`src/rtl/note_lane_dropper.sv`:
```
`timescale 1ns/1ps
`default_nettype none
// ============================================================================
// Module      : note_lane_dropper
// Description : Single-lane falling-note game element. A start key arms a
//               spawn delay. The note then falls one step per frame and is
//               judged on a hit-key press edge (PERFECT / GOOD) or becomes a
//               MISS when it reaches the judgement floor. A restart key
//               returns the lane to idle.
// Ports       : frame_clk      - frame-rate clock
//               Reset          - synchronous active-high reset
//               keycode        - first pressed key code
//               keycode_second - second pressed key code
//               dropX          - note X (constant X_START)
//               dropY          - note top Y
//               visible        - note sprite enable (FALL only)
//               hit            - one-frame pulse on a judged hit
//               grade          - 00 none, 01 miss, 10 good, 11 perfect
//               done           - lane resolved
// Revision    : 1.0 - initial release
// ============================================================================
module note_lane_dropper #(
  parameter int unsigned X_START     = 380,
  parameter int unsigned Y_START     = 100,
  parameter int unsigned Y_MAX       = 400,
  parameter int unsigned SIZE        = 40,
  parameter int unsigned SPEED       = 1,
  parameter int unsigned DELAY       = 1760,
  parameter logic [7:0]  HIT_KEY     = 8'h50,
  parameter logic [7:0]  START_KEY   = 8'h2c,
  parameter logic [7:0]  RESTART_KEY = 8'h01,
  parameter int unsigned GOOD_LO     = 340,
  parameter int unsigned PERF_LO     = 360,
  parameter int unsigned PERF_HI     = 380
) (
  input  logic       frame_clk,
  input  logic       Reset,
  input  logic [7:0] keycode,
  input  logic [7:0] keycode_second,
  output logic [9:0] dropX,
  output logic [9:0] dropY,
  output logic       visible,
  output logic       hit,
  output logic [1:0] grade,
  output logic       done
);

  typedef enum logic [1:0] {
    ST_IDLE = 2'd0,
    ST_WAIT = 2'd1,
    ST_FALL = 2'd2,
    ST_DONE = 2'd3
  } state_t;

  localparam logic [1:0]  C_GRADE_NONE = 2'b00;
  localparam logic [1:0]  C_GRADE_MISS = 2'b01;
  localparam logic [1:0]  C_GRADE_GOOD = 2'b10;
  localparam logic [1:0]  C_GRADE_PERF = 2'b11;

  localparam logic [9:0]  C_X_START    = 10'(X_START);
  localparam logic [9:0]  C_Y_START    = 10'(Y_START);
  localparam logic [9:0]  C_Y_CLAMP    = 10'(Y_MAX - SIZE);
  localparam logic [9:0]  C_SPEED_Y    = 10'(SPEED);
  localparam logic [10:0] C_SIZE       = 11'(SIZE);
  localparam logic [10:0] C_GOOD_LO    = 11'(GOOD_LO);
  localparam logic [10:0] C_PERF_LO    = 11'(PERF_LO);
  localparam logic [10:0] C_PERF_HI    = 11'(PERF_HI);
  localparam logic [10:0] C_Y_MAX_B    = 11'(Y_MAX);
  localparam logic [11:0] C_Y_MAX_N    = 12'(Y_MAX);
  localparam logic [11:0] C_SPEED_N    = 12'(SPEED);
  // Only compared while waiting, which is never entered when DELAY is 0,
  // so the wrapped value for that case is harmless.
  localparam logic [11:0] C_DELAY_LAST = 12'(DELAY - 1);
  localparam logic        C_NO_WAIT    = (DELAY == 0);

  state_t      r_state, w_state_d;
  logic [11:0] r_count, w_count_d;
  logic [9:0]  r_drop_y, w_drop_y_d;
  logic        r_hit, w_hit_d;
  logic [1:0]  r_grade, w_grade_d;
  logic        r_key_hist;

  logic        w_start_now;
  logic        w_hit_now;
  logic        w_restart_now;
  logic        w_press;
  logic [10:0] w_bottom;
  logic [11:0] w_bottom_next;
  logic        w_in_perf;
  logic        w_in_good;

  assign w_start_now   = (keycode == START_KEY)   || (keycode_second == START_KEY);
  assign w_hit_now     = (keycode == HIT_KEY)     || (keycode_second == HIT_KEY);
  assign w_restart_now = (keycode == RESTART_KEY) || (keycode_second == RESTART_KEY);

  // Judging reacts only to the rising edge of the hit key, so holding it
  // down never produces a second judgement.
  assign w_press = w_hit_now && !r_key_hist;

  // One extra bit on each sum keeps the floor comparison from wrapping.
  assign w_bottom      = {1'b0, r_drop_y} + C_SIZE;
  assign w_bottom_next = {1'b0, w_bottom} + C_SPEED_N;

  assign w_in_perf = (w_bottom >= C_PERF_LO) && (w_bottom < C_PERF_HI);
  assign w_in_good = (w_bottom >= C_GOOD_LO) && (w_bottom < C_Y_MAX_B);

  always_ff @(posedge frame_clk) begin
    if (Reset) begin
      r_state    <= ST_IDLE;
      r_count    <= '0;
      r_drop_y   <= C_Y_START;
      r_hit      <= 1'b0;
      r_grade    <= C_GRADE_NONE;
      r_key_hist <= 1'b0;
    end else begin
      r_state    <= w_state_d;
      r_count    <= w_count_d;
      r_drop_y   <= w_drop_y_d;
      r_hit      <= w_hit_d;
      r_grade    <= w_grade_d;
      r_key_hist <= w_hit_now;
    end
  end

  always_comb begin
    w_state_d  = r_state;
    w_count_d  = r_count;
    w_drop_y_d = r_drop_y;
    w_grade_d  = r_grade;
    w_hit_d    = 1'b0;

    case (r_state)
      ST_IDLE: begin
        if (w_start_now) begin
          w_count_d  = '0;
          w_drop_y_d = C_Y_START;
          w_state_d  = C_NO_WAIT ? ST_FALL : ST_WAIT;
        end
      end

      ST_WAIT: begin
        w_count_d = r_count + 12'd1;
        if (r_count == C_DELAY_LAST) begin
          w_state_d = ST_FALL;
        end
      end

      ST_FALL: begin
        // A qualifying press wins over reaching the floor on the same frame.
        if (w_press && w_in_perf) begin
          w_grade_d = C_GRADE_PERF;
          w_hit_d   = 1'b1;
          w_state_d = ST_DONE;
        end else if (w_press && w_in_good) begin
          w_grade_d = C_GRADE_GOOD;
          w_hit_d   = 1'b1;
          w_state_d = ST_DONE;
        end else if (w_bottom_next >= C_Y_MAX_N) begin
          w_drop_y_d = C_Y_CLAMP;
          w_grade_d  = C_GRADE_MISS;
          w_state_d  = ST_DONE;
        end else begin
          w_drop_y_d = r_drop_y + C_SPEED_Y;
        end
      end

      ST_DONE: begin
        if (w_restart_now) begin
          w_grade_d  = C_GRADE_NONE;
          w_drop_y_d = C_Y_START;
          w_state_d  = ST_IDLE;
        end
      end

      default: begin
        w_state_d = ST_IDLE;
      end
    endcase
  end

  assign dropX   = C_X_START;
  assign dropY   = r_drop_y;
  assign visible = (r_state == ST_FALL);
  assign hit     = r_hit;
  assign grade   = r_grade;
  assign done    = (r_state == ST_DONE);

endmodule
`default_nettype wire

```
`config.mk`:
```
export PLATFORM = sky130hd
export DESIGN_NAME = note_lane_dropper
export DESIGN_NICKNAME = d
export VERILOG_FILES = /design/src/rtl/note_lane_dropper.sv
export SDC_FILE = /design/constraint.sdc
export NUM_CORES = 1
export LEC_CHECK = 0
export ABC_AREA = 1
export CORE_ASPECT_RATIO = 1.25
export CORE_UTILIZATION = 50
export CTS_BUF_LIST = sky130_fd_sc_hd__clkbuf_4
export CTS_CLUSTER_DIAMETER = 60
export DETAILED_ROUTE_END_ITERATION = 6
export PLACE_DENSITY_LB_ADDON = 0.05
export SYNTH_ARGS = -nofsm -noshare
export SYNTH_HDL_FRONTEND = slang
export SYNTH_SLANG_ARGS = --single-unit
```
`constraint.sdc`:
```
create_clock -name frame_clk -period 4 [get_ports frame_clk]
set_clock_uncertainty 0.2 [all_clocks]
set_input_delay 0.8 -clock frame_clk [delete_from_list [all_inputs] [get_ports frame_clk]]
set_output_delay 0.8 -clock frame_clk [all_outputs]
set_load 0.02 [all_outputs]
```
==> run metrics <==
post-synth design cell area 2270 um2; Yosys reg bits 28; top cells by area, synth dfxtp_1 25%, nand2_1 15%, inv_1 7.9%; gr usage total between 20 and 25%; Synth Instances between 300 and 400; max-slew violation count 0; Slew headroom between 60% and 70%; Final Hold Viols 0; Critical Path Start r_state[0]$_SDFFE_PP0P_; largest net degree at the start of global routing 17; Critical R2R Capture grade[0]$_SDFFE_PP0P_; Root Buffer clkbuf_4; Pwr per Cell Area 421 nW/um2; Tot Pwr about 1100 uW; Pre-antenna DRT Iters 5; Setup Fix Bufs, Post-CTS 0; Synth area leader dfxtp_1; distinct cell type count after synthesis 36; Layout area overhead 17.1%; Worst Path Arrival roughly 2.0 ns; outcome completed; Detail Placement HPWL just over 4 mm; WL/cell 11.1 um; TritonCTS clock tree done; Final WS setup around 1.0 ns; CP Cell Sequence inv_1, ha_1, clkdlybuf4s50_1; placed cell area 2610 um2; pre-CTS setup slack approximately 0.86 ns; DRT Wirelength 5.00 mm; clock tree buffer depth 2; critical path depth in cells 3; die height about 77 um; family with the most delay on the worst path buffers and inverters; die width a little over 60 um; Peak VDD IR ~0.00042 V; layout cell share with drive strength beyond 1 a little under a tenth; H-tree levels 1; # rows 27; Via density around 4.9; Clock Sinks 28; Slowest-stage cell, CP clkdlybuf4s50_1; final antenna diode count 0; RR Startpoint dropY[3]$_SDFFE_PP0P_; RSZ-0062 raised after global routing no; startpoint types flop; Final nets between 400 and 500; first-pass GRT wire length between 8 and 9 mm; final core occ approximately three fifths; HP Start r_count[10]$_SDFFE_PP0P_; post-route ant nets 0; count of yosys warnings during synthesis 0; sequential cell area fraction in the yosys report between 20% and 30%; Setup-failing EPs final 0; Clk Latency, worst-skew pair around 0.33 ns; Post-CTS Resized 0; post-synthesis average cell area approximately 6.3 um2; core area between 4000 and 5000 um2; Crit Path Category flop to output port; endpoint type of the worst setup path output port; Yosys top cell area share 24.7%; reg2reg path depth 16; die area 4820 um2; I/O pin count 43; Fmax around 340 MHz; Tightest Pin Transition 0.587 ns; number of max-cap violations 0; post-cts hold buffer count 0; critical path data required time roughly 3 ns; antenna violations before repair 0; min-delay worst type flop to flop; clk slew on worst S/H paths ~0.16 ns; vias in the first global route between 2000 and 2500; Remaining DRCs 0; crit-path max cell delay approximately 0.7 ns; Initial Util 51.8%; Final Critical Period 2.95 ns; reg2reg setup slack between 1 and 1.5 ns; initial DRC count 97; Leak roughly 0.0012 uW; CTS Buf Count 3; gr ovfl total 0; RD Place Congestion between 0.8 and 0.9; crit path to visible; Worst Path Buf+Inv 2; post-route cell area 2660 um2; Port Buffer Count 32; Tcrit/Tclk final 73.8%; Fin Setup TNS 0 ns; vias post-DR 2208; Critical Path Fanout Max 7
==> worst min-delay path by stage <==
stage	end	slack, ns	cells after the start
6_report	r_count[10]$_SDFFE_PP0P_	0.29	1
4_1_cts	grade[1]$_SDFFE_PP0P_	0.29	2
2_1_floorplan	r_count[10]$_SDFFE_PP0P_	0.24	1
3_3_place_gp	r_count[10]$_SDFFE_PP0P_	0.25	1
5_1_grt	grade[1]$_SDFFE_PP0P_	0.31	2
3_5_place_dp	r_count[10]$_SDFFE_PP0P_	0.26	1
==> worst register-to-register path, cell delays in order, from the launching register on <==
cell and delay [ns]:
dfxtp_1 0.67, ha_1 0.28, inv_1 0.08, nand2_2 0.08, nand2_2 0.06, inv_2 0.07
nand4_1 0.17, nand2_2 0.17, nand2_1 0.07, o21ai_1 0.11, nand2_1 0.10, nand2_4 0.14
nand3_4 0.12, nand2_1 0.13, nand2_1 0.06, nand2_1 0.05, nor2_1 0.04
==> layer usage <==
layer | vias to the layer above | part of all wire, % | GRT usage (%)
li1 | 1202 | - | -
met1 | 966 | 45 | 24.7
met2 | 28 | 51 | 41.5
met3 | 12 | 1.4 | 1.47
met4 | 0 | 2.9 | 9.30
met5 | - | 0 | 0
==> sequential cells by signal, indices dropped and copies added, names as in the netlist <==
signal      count
r_state         2
grade           2
dropY          10
r_key_hist      1
hit             1
r_count        12
==> synth_stat cells (all sizes together) <==
library cell  number
nand2            106
inv               52
nor2              42
nand3             35
dfxtp             28
a21oi             18
o21ai             14
buf               11
ha                11
nand4             10
nor3              10
xor2               4
a211oi             2
and2               2
clkbuf             2
conb               2
nand3b             2
nor3b              2
nor4               2
nor4b              2
clkinv             1
o21a               1
or2                1
==> cells in the final DEF, fill, tap and decap left out, drive strengths merged <==
cell	count
nand2	106
inv	52
nor2	42
nand3	35
clkdlybuf4s50	32
dfxtp	28
a21oi	18
o21ai	14
ha	11
nor3	10
conb	10
nand4	10
xor2	4
clkbuf	3
and2	2
nor4b	2
a211oi	2
nor4	2
nand3b	2
nor3b	2
clkinv	1
or2	1
o21a	1
bufinv	1
buf	1
==> cell families (layout without fill, tap and decap cells) <==
logic type	after synthesis	after routing	share of synthesized area, %
other	2	10	0.330
AOI/OAI and AO/OA	35	35	8.37
and+or+nand+nor	214	214	46.1
buffers and inverters	66	90	13.0
adders and majority gates	11	11	6.05
xor gates and xnor gates	4	4	1.54
DFF	28	28	24.7
==> where the power goes <==
part	internal, uW	total (uW)	switching (uW)
Clock	101	186	84.3
Combinational	205	602	397
Sequential	303	333	29.9
==> final cells by class <==
cell class	instances	area, um2
clock buffers	3	22.5
inverters	53	201
clock inverters	1	30.0
fillers	437	1730
repair buffers	33	328
multi-input cells	274	1450
flip-flops and latches	28	561
well taps	58	72.6
==> per-stage QoR <==
step,hold slack [ns],instances
after floorplan,0.241,368
after global placement,0.253,446
after detailed placement,0.262,446
after CTS,0.289,450
after global routing,0.312,450
final,0.290,450
(Power assumes the default switching activity.)
